[config.mk]
export PLATFORM = sky130hd
export DESIGN_NAME = wb_ep_txfifo
export DESIGN_NICKNAME = d
export VERILOG_FILES = /design/src/rtl/wb_ep_txfifo_pkg.sv /design/src/rtl/wb_ep_txfifo_fifo_sync.sv /design/src/rtl/wb_ep_txfifo.sv
export SDC_FILE = /design/constraint.sdc
export NUM_CORES = 1
export LEC_CHECK = 0
export CORE_AREA = 2 2 293 295
export CTS_CLUSTER_SIZE = 14
export DETAILED_ROUTE_END_ITERATION = 8
export DIE_AREA = 0 0 295 297
export GPL_TIMING_DRIVEN = 1
export HOLD_SLACK_MARGIN = 0.08
export PLACE_DENSITY = 0.43
export REMOVE_ABC_BUFFERS = 1
export SLEW_MARGIN = 15
export SYNTH_ARGS = -nofsm -noshare
export SYNTH_HDL_FRONTEND = slang
export SYNTH_SLANG_ARGS = --single-unit
[constraint.sdc]
create_clock -name clk -period 5.3 [get_ports clk]
set_input_delay 1.06 -clock clk [delete_from_list [all_inputs] [get_ports clk]]
set_output_delay 1.06 -clock clk [all_outputs]
set_load 0.1 [all_outputs]
[src/rtl/wb_ep_txfifo_pkg.sv]
// Shared register map, bit positions and FSM state type for the
// Wishbone-to-EP-buffer TX staging FIFO.
package wb_ep_txfifo_pkg;
   localparam logic [1:0] REG_DATA   = 2'd0;
   localparam logic [1:0] REG_CTRL   = 2'd1;
   localparam logic [1:0] REG_STATUS = 2'd2;

   localparam int CTRL_START_BIT  = 31;
   localparam int CTRL_IRQ_EN_BIT = 30;
   localparam int STAT_BUSY_BIT   = 8;
   localparam int STAT_DONE_BIT   = 9;
   localparam int STAT_OVF_BIT    = 10;

   typedef enum logic {
      ST_IDLE = 1'b0,
      ST_COPY = 1'b1
   } state_t;
endpackage

[src/rtl/wb_ep_txfifo_fifo_sync.sv]
// Single-clock FIFO with show-ahead read data; a push while full is only
// accepted when a pop frees a slot in the same cycle.
module fifo_sync #(
   parameter int WIDTH = 32,
   parameter int DEPTH = 16,
   parameter int LW    = 5
) (
   input  logic             clk,
   input  logic             rst,
   input  logic             wr_ena,
   input  logic [WIDTH-1:0] wr_data,
   input  logic             rd_ena,
   output logic [WIDTH-1:0] rd_data,
   output logic             full,
   output logic             empty,
   output logic [LW-1:0]    level
);
   localparam int AW = $clog2(DEPTH);
   localparam logic [LW-1:0] FULL_LEVEL = LW'(DEPTH);

   logic [WIDTH-1:0] mem [DEPTH];
   logic [AW-1:0]    wr_ptr_reg;
   logic [AW-1:0]    rd_ptr_reg;
   logic [LW-1:0]    level_reg;
   logic             wr_ok;
   logic             rd_ok;

   assign full    = (level_reg == FULL_LEVEL);
   assign empty   = (level_reg == '0);
   assign level   = level_reg;
   assign rd_ok   = rd_ena & ~empty;
   assign wr_ok   = wr_ena & (~full | rd_ok);
   assign rd_data = mem[rd_ptr_reg];

   always_ff @(posedge clk) begin
      if (wr_ok) begin
         mem[wr_ptr_reg] <= wr_data;
      end
   end

   always_ff @(posedge clk) begin
      if (rst) begin
         wr_ptr_reg <= '0;
         rd_ptr_reg <= '0;
         level_reg  <= '0;
      end else begin
         if (wr_ok) begin
            wr_ptr_reg <= wr_ptr_reg + 1'b1;
         end
         if (rd_ok) begin
            rd_ptr_reg <= rd_ptr_reg + 1'b1;
         end
         case ({wr_ok, rd_ok})
            2'b10:   level_reg <= level_reg + 1'b1;
            2'b01:   level_reg <= level_reg - 1'b1;
            default: level_reg <= level_reg;
         endcase
      end
   end
endmodule

[src/rtl/wb_ep_txfifo.sv]
// Wishbone slave staging words in a FIFO and copying a programmed count of
// them into the USB EP TX buffer, with a completion interrupt.
module wb_ep_txfifo
   import wb_ep_txfifo_pkg::*;
#(
   parameter int DEPTH = 16,
   parameter int LW    = 5
) (
   input  logic        clk,
   input  logic        rst,
   input  logic [1:0]  wb_addr,
   input  logic [31:0] wb_wdata,
   output logic [31:0] wb_rdata,
   input  logic        wb_we,
   input  logic        wb_cyc,
   input  logic        wb_stb,
   output logic        wb_ack,
   output logic [8:0]  ep_tx_addr,
   output logic [31:0] ep_tx_data,
   output logic        ep_tx_we,
   output logic        irq
);
   state_t         state_reg, state_next;
   logic           wb_ack_reg;
   logic [31:0]    wb_rdata_reg;
   logic [8:0]     base_reg;
   logic [LW-1:0]  len_reg;
   logic           irq_en_reg;
   logic           done_reg;
   logic           ovf_reg;
   logic           last_reg;
   logic [8:0]     ptr_reg;
   logic [LW-1:0]  remaining_reg;
   logic [8:0]     ep_tx_addr_reg;
   logic [31:0]    ep_tx_data_reg;
   logic           ep_tx_we_reg;

   logic           req, wr_req, push, ctrl_wr, status_wr, start_cmd;
   logic           pop, start_run, start_empty, last_pop;
   logic [LW-1:0]  len_wr;
   logic [31:0]    rd_mux;
   logic [31:0]    fifo_rd_data;
   logic           fifo_full, fifo_empty;
   logic [LW-1:0]  fifo_level;

   assign req       = wb_cyc & wb_stb & ~wb_ack_reg;
   assign wr_req    = req & wb_we;
   assign push      = wr_req & (wb_addr == REG_DATA);
   assign ctrl_wr   = wr_req & (wb_addr == REG_CTRL);
   assign status_wr = wr_req & (wb_addr == REG_STATUS);
   assign start_cmd = ctrl_wr & wb_wdata[CTRL_START_BIT];
   assign len_wr    = wb_wdata[LW+15:16];

   fifo_sync #(.WIDTH(32), .DEPTH(DEPTH), .LW(LW)) u_fifo (
      .clk     (clk),
      .rst     (rst),
      .wr_ena  (push),
      .wr_data (wb_wdata),
      .rd_ena  (pop),
      .rd_data (fifo_rd_data),
      .full    (fifo_full),
      .empty   (fifo_empty),
      .level   (fifo_level)
   );

   always_ff @(posedge clk) begin
      if (rst) begin
         state_reg <= ST_IDLE;
      end else begin
         state_reg <= state_next;
      end
   end

   always_comb begin
      state_next  = state_reg;
      pop         = 1'b0;
      start_run   = 1'b0;
      start_empty = 1'b0;
      last_pop    = 1'b0;
      case (state_reg)
         ST_IDLE: begin
            if (start_cmd) begin
               if (len_wr != '0) begin
                  start_run  = 1'b1;
                  state_next = ST_COPY;
               end else begin
                  start_empty = 1'b1;
               end
            end
         end
         ST_COPY: begin
            if (!fifo_empty) begin
               pop = 1'b1;
               if (remaining_reg == LW'(1)) begin
                  last_pop   = 1'b1;
                  state_next = ST_IDLE;
               end
            end
         end
         default: state_next = ST_IDLE;
      endcase
   end

   always_comb begin
      rd_mux = '0;
      case (wb_addr)
         REG_CTRL: begin
            rd_mux[8:0]             = base_reg;
            rd_mux[LW+15:16]        = len_reg;
            rd_mux[CTRL_IRQ_EN_BIT] = irq_en_reg;
         end
         REG_STATUS: begin
            rd_mux[LW-1:0]        = fifo_level;
            rd_mux[STAT_BUSY_BIT] = (state_reg == ST_COPY);
            rd_mux[STAT_DONE_BIT] = done_reg;
            rd_mux[STAT_OVF_BIT]  = ovf_reg;
         end
         default: rd_mux = '0;
      endcase
   end

   always_ff @(posedge clk) begin
      if (rst) begin
         wb_ack_reg     <= 1'b0;
         wb_rdata_reg   <= '0;
         base_reg       <= '0;
         len_reg        <= '0;
         irq_en_reg     <= 1'b0;
         done_reg       <= 1'b0;
         ovf_reg        <= 1'b0;
         last_reg       <= 1'b0;
         ptr_reg        <= '0;
         remaining_reg  <= '0;
         ep_tx_addr_reg <= '0;
         ep_tx_data_reg <= '0;
         ep_tx_we_reg   <= 1'b0;
      end else begin
         wb_ack_reg   <= req;
         wb_rdata_reg <= (req && !wb_we) ? rd_mux : '0;
         // Fields are staged even mid-copy so the next run picks them up.
         if (ctrl_wr) begin
            base_reg   <= wb_wdata[8:0];
            len_reg    <= len_wr;
            irq_en_reg <= wb_wdata[CTRL_IRQ_EN_BIT];
         end
         if (start_run) begin
            ptr_reg       <= wb_wdata[8:0];
            remaining_reg <= len_wr;
         end else if (pop) begin
            ptr_reg       <= ptr_reg + 9'd1;
            remaining_reg <= remaining_reg - LW'(1);
         end
         ep_tx_we_reg <= pop;
         if (pop) begin
            ep_tx_addr_reg <= ptr_reg;
            ep_tx_data_reg <= fifo_rd_data;
         end
         // DONE lands one cycle after the final EP write strobe.
         last_reg <= last_pop;
         if (last_reg || start_empty) begin
            done_reg <= 1'b1;
         end else if (status_wr && wb_wdata[STAT_DONE_BIT]) begin
            done_reg <= 1'b0;
         end
         if (push && fifo_full && !pop) begin
            ovf_reg <= 1'b1;
         end else if (status_wr && wb_wdata[STAT_OVF_BIT]) begin
            ovf_reg <= 1'b0;
         end
      end
   end

   assign wb_ack     = wb_ack_reg;
   assign wb_rdata   = wb_rdata_reg;
   assign ep_tx_addr = ep_tx_addr_reg;
   assign ep_tx_data = ep_tx_data_reg;
   assign ep_tx_we   = ep_tx_we_reg;
   assign irq        = done_reg & irq_en_reg;
endmodule

==> reports/metrics.cfg, run 1 <==
[worst_hold_path]
hold_path.class=reg -> reg

[synthesis]
async_flop_share_pct=0
synth_edf_count=512
syn_area_um2=23400
yosys_register_bits=618
yosys_warnings=0
ys_top_cells_by_count=512 x edfxtp_1, 128 x mux4_2, 106 x dfxtp_1, 97 x a21oi_1, 84 x nor2_1
seq_area_frac_synth_pct=74.8
synthCells=1294
yosysTopAreaCellShare_pct=65.7
synth_flop_cell=edfxtp_1
yosysTopAreaCell=edfxtp_1
synth.most_common_cell=edfxtp_1
synth.area.top_cells=edfxtp_1 66%, mux4_2 12%, dfxtp_1 9.1%, a22oi_1 2.3%, a21oi_1 2.1%
postSynthAreaPerCell_um2=18.1
synth_cell_type_count=49

[layout]
postLayoutCellArea_um2=28400
largest_reg_flops=512
syn_to_final_growth_pct=21.3
nets=1472
multi_input_area_um2=5620
seqCellArea_um2=17500
fillers=8084
drive_above_1_share_pct=20.4

[sta]
setup_viol_count_final=0
fin_crit_sh_pct=67.4
final_hold_viol_count=0
rsz0062_at_grt=no
setup_ws_ns=1.73
clock_skew_ns=0.0298
min_period_ns=3.57
fmax_mhz=280
worstMarginPinSlew_ns=1.15
slew_headroom_pct=23.3
drv_slew=0

[floorplanning]
num_rows=107
die_area_um2=87600
die_h_um=297
io_pins=115
core_um2=84500
die_w_um=295
start_util_pct=27.7

[global_route]
grt_pass1_wl_um=92200
grt_max_degree=85
grt-ovfl-total=0
grt_pass1_vias=12877
antenna_found_initial=2
grt_use_total_pct=14.6

[clock_tree]
clock_path_buffers=3
numCtsBuffers=70
cts.sinks=618
clk_pin_slew_ns=0.06
root_buffer=clkbuf_16
tritoncts=done
cts_setup_buffers=0
post_cts_resized=0
hold_buffers=0
htreeDepth=3
clk_latency_ns=0.61

[placement]
dpl.hpwl_um=38600
place_ws_ns=1.09
gp_congestion=0.736
io_buffer_count=99
place_area_um2=25900

[setup_path]
end_kind=register
setup.worst_path.start_class=input pin
crit_type=in -> reg
worstPathRequired_ns=5.59
cp.arrival_ns=3.86
path_max_fanout=22

[run_status]
status=finished clean

[detailed_routing]
drc=0
post_drt_wl_per_cell_um=24.3
drt_wl_total_um=63800
dr.pass1.iters=5
route.antenna.remaining_nets=0
vias=12325
drt_first_iter_violations=923
via_per_inst=4.70

[power]
p_leak_uw=0.00874
power.density_nw_per_um2=376
ir_worst_vdd_v=0.000191

[flow_run]
max_cap_violations=0

## power by group
group / switching [uW] / internal (uW)
Sequential: 4.98 / 5260
Combinational: 178 / 41.3
Clock: 1980 / 3210
## layout by cell type (no fill, tap or decap), types with 4 or more instances in the layout
master / n
inv_1: 7
and2_1: 4
nand2_1: 69
conb_1: 15
clkinv_2: 7
bufinv_16: 11
a22oi_1: 72
a21oi_1: 97
mux4_2: 128
xnor2_1: 8
nand3_1: 9
buf_4: 35
ha_1: 12
clkbuf_1: 10
clkbuf_8: 4
clkinvlp_4: 6
xor2_1: 7
and3_1: 11
nor3_2: 4
dfxtp_1: 104
nor3_1: 12
clkdlybuf4s50_1: 98
clkinv_1: 9
nor2_1: 71
a211oi_1: 4
a31oi_1: 6
edfxtp_1: 512
o21ai_0: 5
nor2_4: 13
clkbuf_16: 76
## stage by stage
| stage | TNS [ns] | total power (uW) | util [%] | cells | hold slack [ns] |
|---|---|---|---|---|---|
| 6_report | 0 | 10700 | 33.6 | 2624 | 0.450 |
| 3_3_place_gp | 0 | 5590 | 30.6 | 2493 | 0.439 |
| 5_1_grt | 0 | 11000 | 33.6 | 2622 | 0.473 |
| 3_5_place_dp | 0 | 5590 | 30.6 | 2493 | 0.440 |
| 2_1_floorplan | -45.77 | 5440 | - | 1213 | 0.422 |
| 4_1_cts | 0 | 10800 | 33.6 | 2622 | 0.450 |
## path summary, 6_finish.rpt
check / to / start / cells past startpoint / slack (ns)
hold reg to reg: base_reg[6] / base_reg[6] / 2 / 0.45
setup reg to reg: u_fifo.mem[8][13] / wb_ack / 5 / 2.28
setup / recovery: u_fifo.mem[8][13] / wb_cyc / 6 / 1.73
hold / removal: base_reg[6] / base_reg[6] / 2 / 0.45
## final cells by class
type,count,area share (%)
Antenna cell,2,0.0176
Clock buffer,91,7.05
Clock inverter,38,1.75
Inverter,7,0.0926
Multi-Input combinational cell,588,19.8
Sequential cell,618,61.7
Tap cell,1144,5.04
Timing Repair Buffer,136,4.59
## logic make-up after synthesis
group           synth area share, %
mux                            12.5
compound gates                 5.47
other cells                  0.0160
flops                          74.8
fa+ha+maj                     0.641
buf+inv                        2.04
simple gates                   4.06
xor+xnor                      0.561
## worst max-delay path: stages
cell and delay (ns):
clkdlybuf4s50_1 0.49, and4b_1 0.38, o311a_1 0.57, nand2_1 0.36, nor2_4 0.69, buf_4 0.30
## metal layers
layer / vias up / track usage, % / share of wire, %
met2: 309 / 22.2 / 46
li1: 5403 / - / -
met1: 6532 / 21.3 / 48
met3: 81 / 2.34 / 4.1
met5: - / 0 / 0
met4: 0 / 4.37 / 2.1
No activity file was read; power rests on OpenSTA's default activity.
==> run 2, diff against run 1 <==
==> constraint.sdc (replaced) <==
create_clock -name clk -period 3.7 [get_ports clk]
set_input_delay 0.74 -clock clk [delete_from_list [all_inputs] [get_ports clk]]
set_output_delay 0.74 -clock clk [all_outputs]
set_load 0.1 [all_outputs]
==> run 2 against run 1 <==
Net effect: critical path depth fell by 5; sequential power rose by 43%; non-clock buffer count rose by 16; register-to-register slack got worse by 1.1 ns; wire length fell by 7.0%; clock power rose by 34%; worst hold slack improved by 0.0018 ns; clock-buffer cell count rose by 5; setup slack got worse by 0.90 ns; critical endpoint is now wb_ack.
==> reports/metrics.cfg, run 2 (same netlist as run 1, synthesis figures left out) <==
[layout]
insertedDiodeCount=0  ; was 2
postLayoutCellArea_um2=28400  ; about the same
fillers=8051  ; was 8084
final_cell_mix=512 x edfxtp_1, 128 x mux4_2, 104 x dfxtp_1, 97 x a21oi_1, 96 x clkdlybuf4s50_1  ; was 512 x edfxtp_1, 128 x mux4_2, 104 x dfxtp_1, 98 x clkdlybuf4s50_1, 97 x a21oi_1
largest_reg_flops=512  ; unchanged
nets=1489  ; was 1472
mostFrequentLayoutCell=edfxtp_1  ; unchanged
syn_to_final_growth_pct=21.5  ; was 21.3%
drive_above_1_share_pct=20.8  ; was 20.4%
final_cells=2640  ; was 2624

[global_route]
grt_pass1_vias=12910  ; about the same
grt_use_total_pct=13.6  ; was 14.6%
grt-ovfl-total=0  ; unchanged
antenna_found_initial=0  ; was 2
grt_pass1_wl_um=87800  ; was 92200 um
grt_max_degree=85  ; unchanged

[power]
p_leak_uw=0.00879  ; was 0.00874 uW
ir_worst_vdd_v=0.000260  ; was 0.000191 V
comb_power_share_pct=2.1  ; about the same
clockPowerShare_pct=47.0  ; was 48.6%
p_int_uw=11800  ; was 8510 uW
power.density_nw_per_um2=520  ; was 376 nW/um^2
p_seq_share_pct=50.9  ; was 49.3%
power_uw=14800  ; was 10700 uW
p_switching_uw=3040  ; was 2160 uW
p_sw_share_pct=20.5  ; was 20.2%

[clock_tree]
post_cts_resized=0  ; unchanged
htreeDepth=3  ; unchanged
clk_latency_ns=0.60  ; was 0.61 ns
cts_setup_buffers=0  ; unchanged
root_buffer=clkbuf_16  ; unchanged
clock_path_buffers=3  ; unchanged
clk_pin_slew_ns=0.06  ; about the same
hold_buffers=0  ; unchanged
tritoncts=done  ; unchanged
numCtsBuffers=71  ; was 70
cts.sinks=618  ; unchanged

[floorplanning]
core_um2=84500  ; unchanged
die_h_um=297  ; unchanged
num_rows=107  ; unchanged
die_area_um2=87600  ; unchanged
die_w_um=295  ; unchanged
start_util_pct=27.7  ; unchanged
io_pins=115  ; unchanged

[detailed_routing]
via_per_inst=4.60  ; was 4.70
drt_first_iter_violations=787  ; was 923
route.antenna.remaining_nets=0  ; unchanged
drc=0  ; unchanged
drt_wl_total_um=59300  ; was 63800 um
post_drt_wl_per_cell_um=22.5  ; was 24.3 um
vias=12137  ; was 12.3k
dr.pass1.iters=7  ; was 5

[setup_path]
path_max_fanout=5  ; was 22
setup.worst_path.start_class=register  ; was input pin
crit_family=buffers and inverters  ; was simple AND/OR/NAND/NOR gates
crit_type=reg -> out  ; was in -> reg
cp_cell_sequence=clkdlybuf4s50_1  ; was clkdlybuf4s50_1 -> and4b_1 -> o311a_1 -> nand2_1 -> nor2_4 -> buf_4
cp.arrival_ns=2.13  ; was 3.86 ns
worstPathRequired_ns=2.96  ; was 5.59 ns
critPathBufInv=1  ; was 2
end_kind=primary output  ; was register
cpPeakStageDelay_ns=1.16  ; was 0.69 ns
cp_slowest_cell=clkdlybuf4s50_1  ; was nor2_4

[placement]
gp_congestion=0.718  ; was 0.736
place_area_um2=26100  ; was 25900 um^2
dpl.cell_count=2509  ; was 2493
io_buffer_count=99  ; unchanged
dpl.hpwl_um=36400  ; was 38600 um

[run_status]
status=finished clean  ; unchanged

[sta]
min_period_ns=2.87
fmax_mhz=348
drv_slew=0  ; unchanged
setup_viol_count_final=0  ; unchanged
slew_headroom_pct=28.5  ; was 23.3%
final_hold_viol_count=0  ; unchanged
clock_skew_ns=0.0212  ; was 0.0298 ns
fin_crit_sh_pct=77.7
rsz0062_at_grt=no  ; unchanged
worstMarginPinSlew_ns=1.07  ; was 1.15 ns

[worst_hold_path]
hold_path.class=reg -> reg  ; unchanged

[flow_run]
max_cap_violations=0  ; unchanged

==> run 2: final cells by class <==
cell class                 instances  area (um^2)  area share [%]
tap                             1144         1430            5.03
multi-input combinational        588         5620            19.7
sequential                       618        17500            61.5
clock inverter                    35          335            1.18
timing repair buffer             152         1560            5.47
clock buffer                      96         1970            6.94
inverter                           7         26.3          0.0924
==> run 2: power groups by stage <==
stage	sequential, uW	clock (uW)	combinational, uW
after floorplan	7690	0	101
after global placement	7690	0	305
after CTS	7540	7180	312
after detailed placement	7690	0	312
after global routing	7540	7460	331
final	7540	6960	306
==> run 2: metal layers <==
| metal | wire, um | vias to the layer above | global-route usage (%) |
|---|---|---|---|
| li1 | - | 5435 | - |
| met4 | 1200 | 0 | 4.07 |
| met3 | 2680 | 83 | 2.64 |
| met5 | 0 | - | 0 |
| met2 | 26800 | 248 | 20.5 |
| met1 | 28600 | 6371 | 19.7 |
==> run 2: stage by stage <==
step	TNS (ns)	util, %	hold slack, ns	worst slack [ns]
after floorplan	-192.41	-	0.422	-2.95
after global placement	0	30.9	0.440	0.501
after detailed placement	0	30.9	0.443	0.498
after CTS	0	33.7	0.451	0.766
after global routing	0	33.7	0.466	0.740
final	0	33.7	0.452	0.825
==> run 2: final timing paths <==
path | start | to | slack (ns) | depth (start not counted)
hold / removal | len_reg[1] | len_reg[1] | 0.45 | 2
setup / recovery | wb_ack | wb_ack | 0.83 | 1
setup reg to reg | u_fifo.level[1] | u_fifo.level[2] | 1.18 | 8
hold reg to reg | len_reg[1] | len_reg[1] | 0.45 | 2
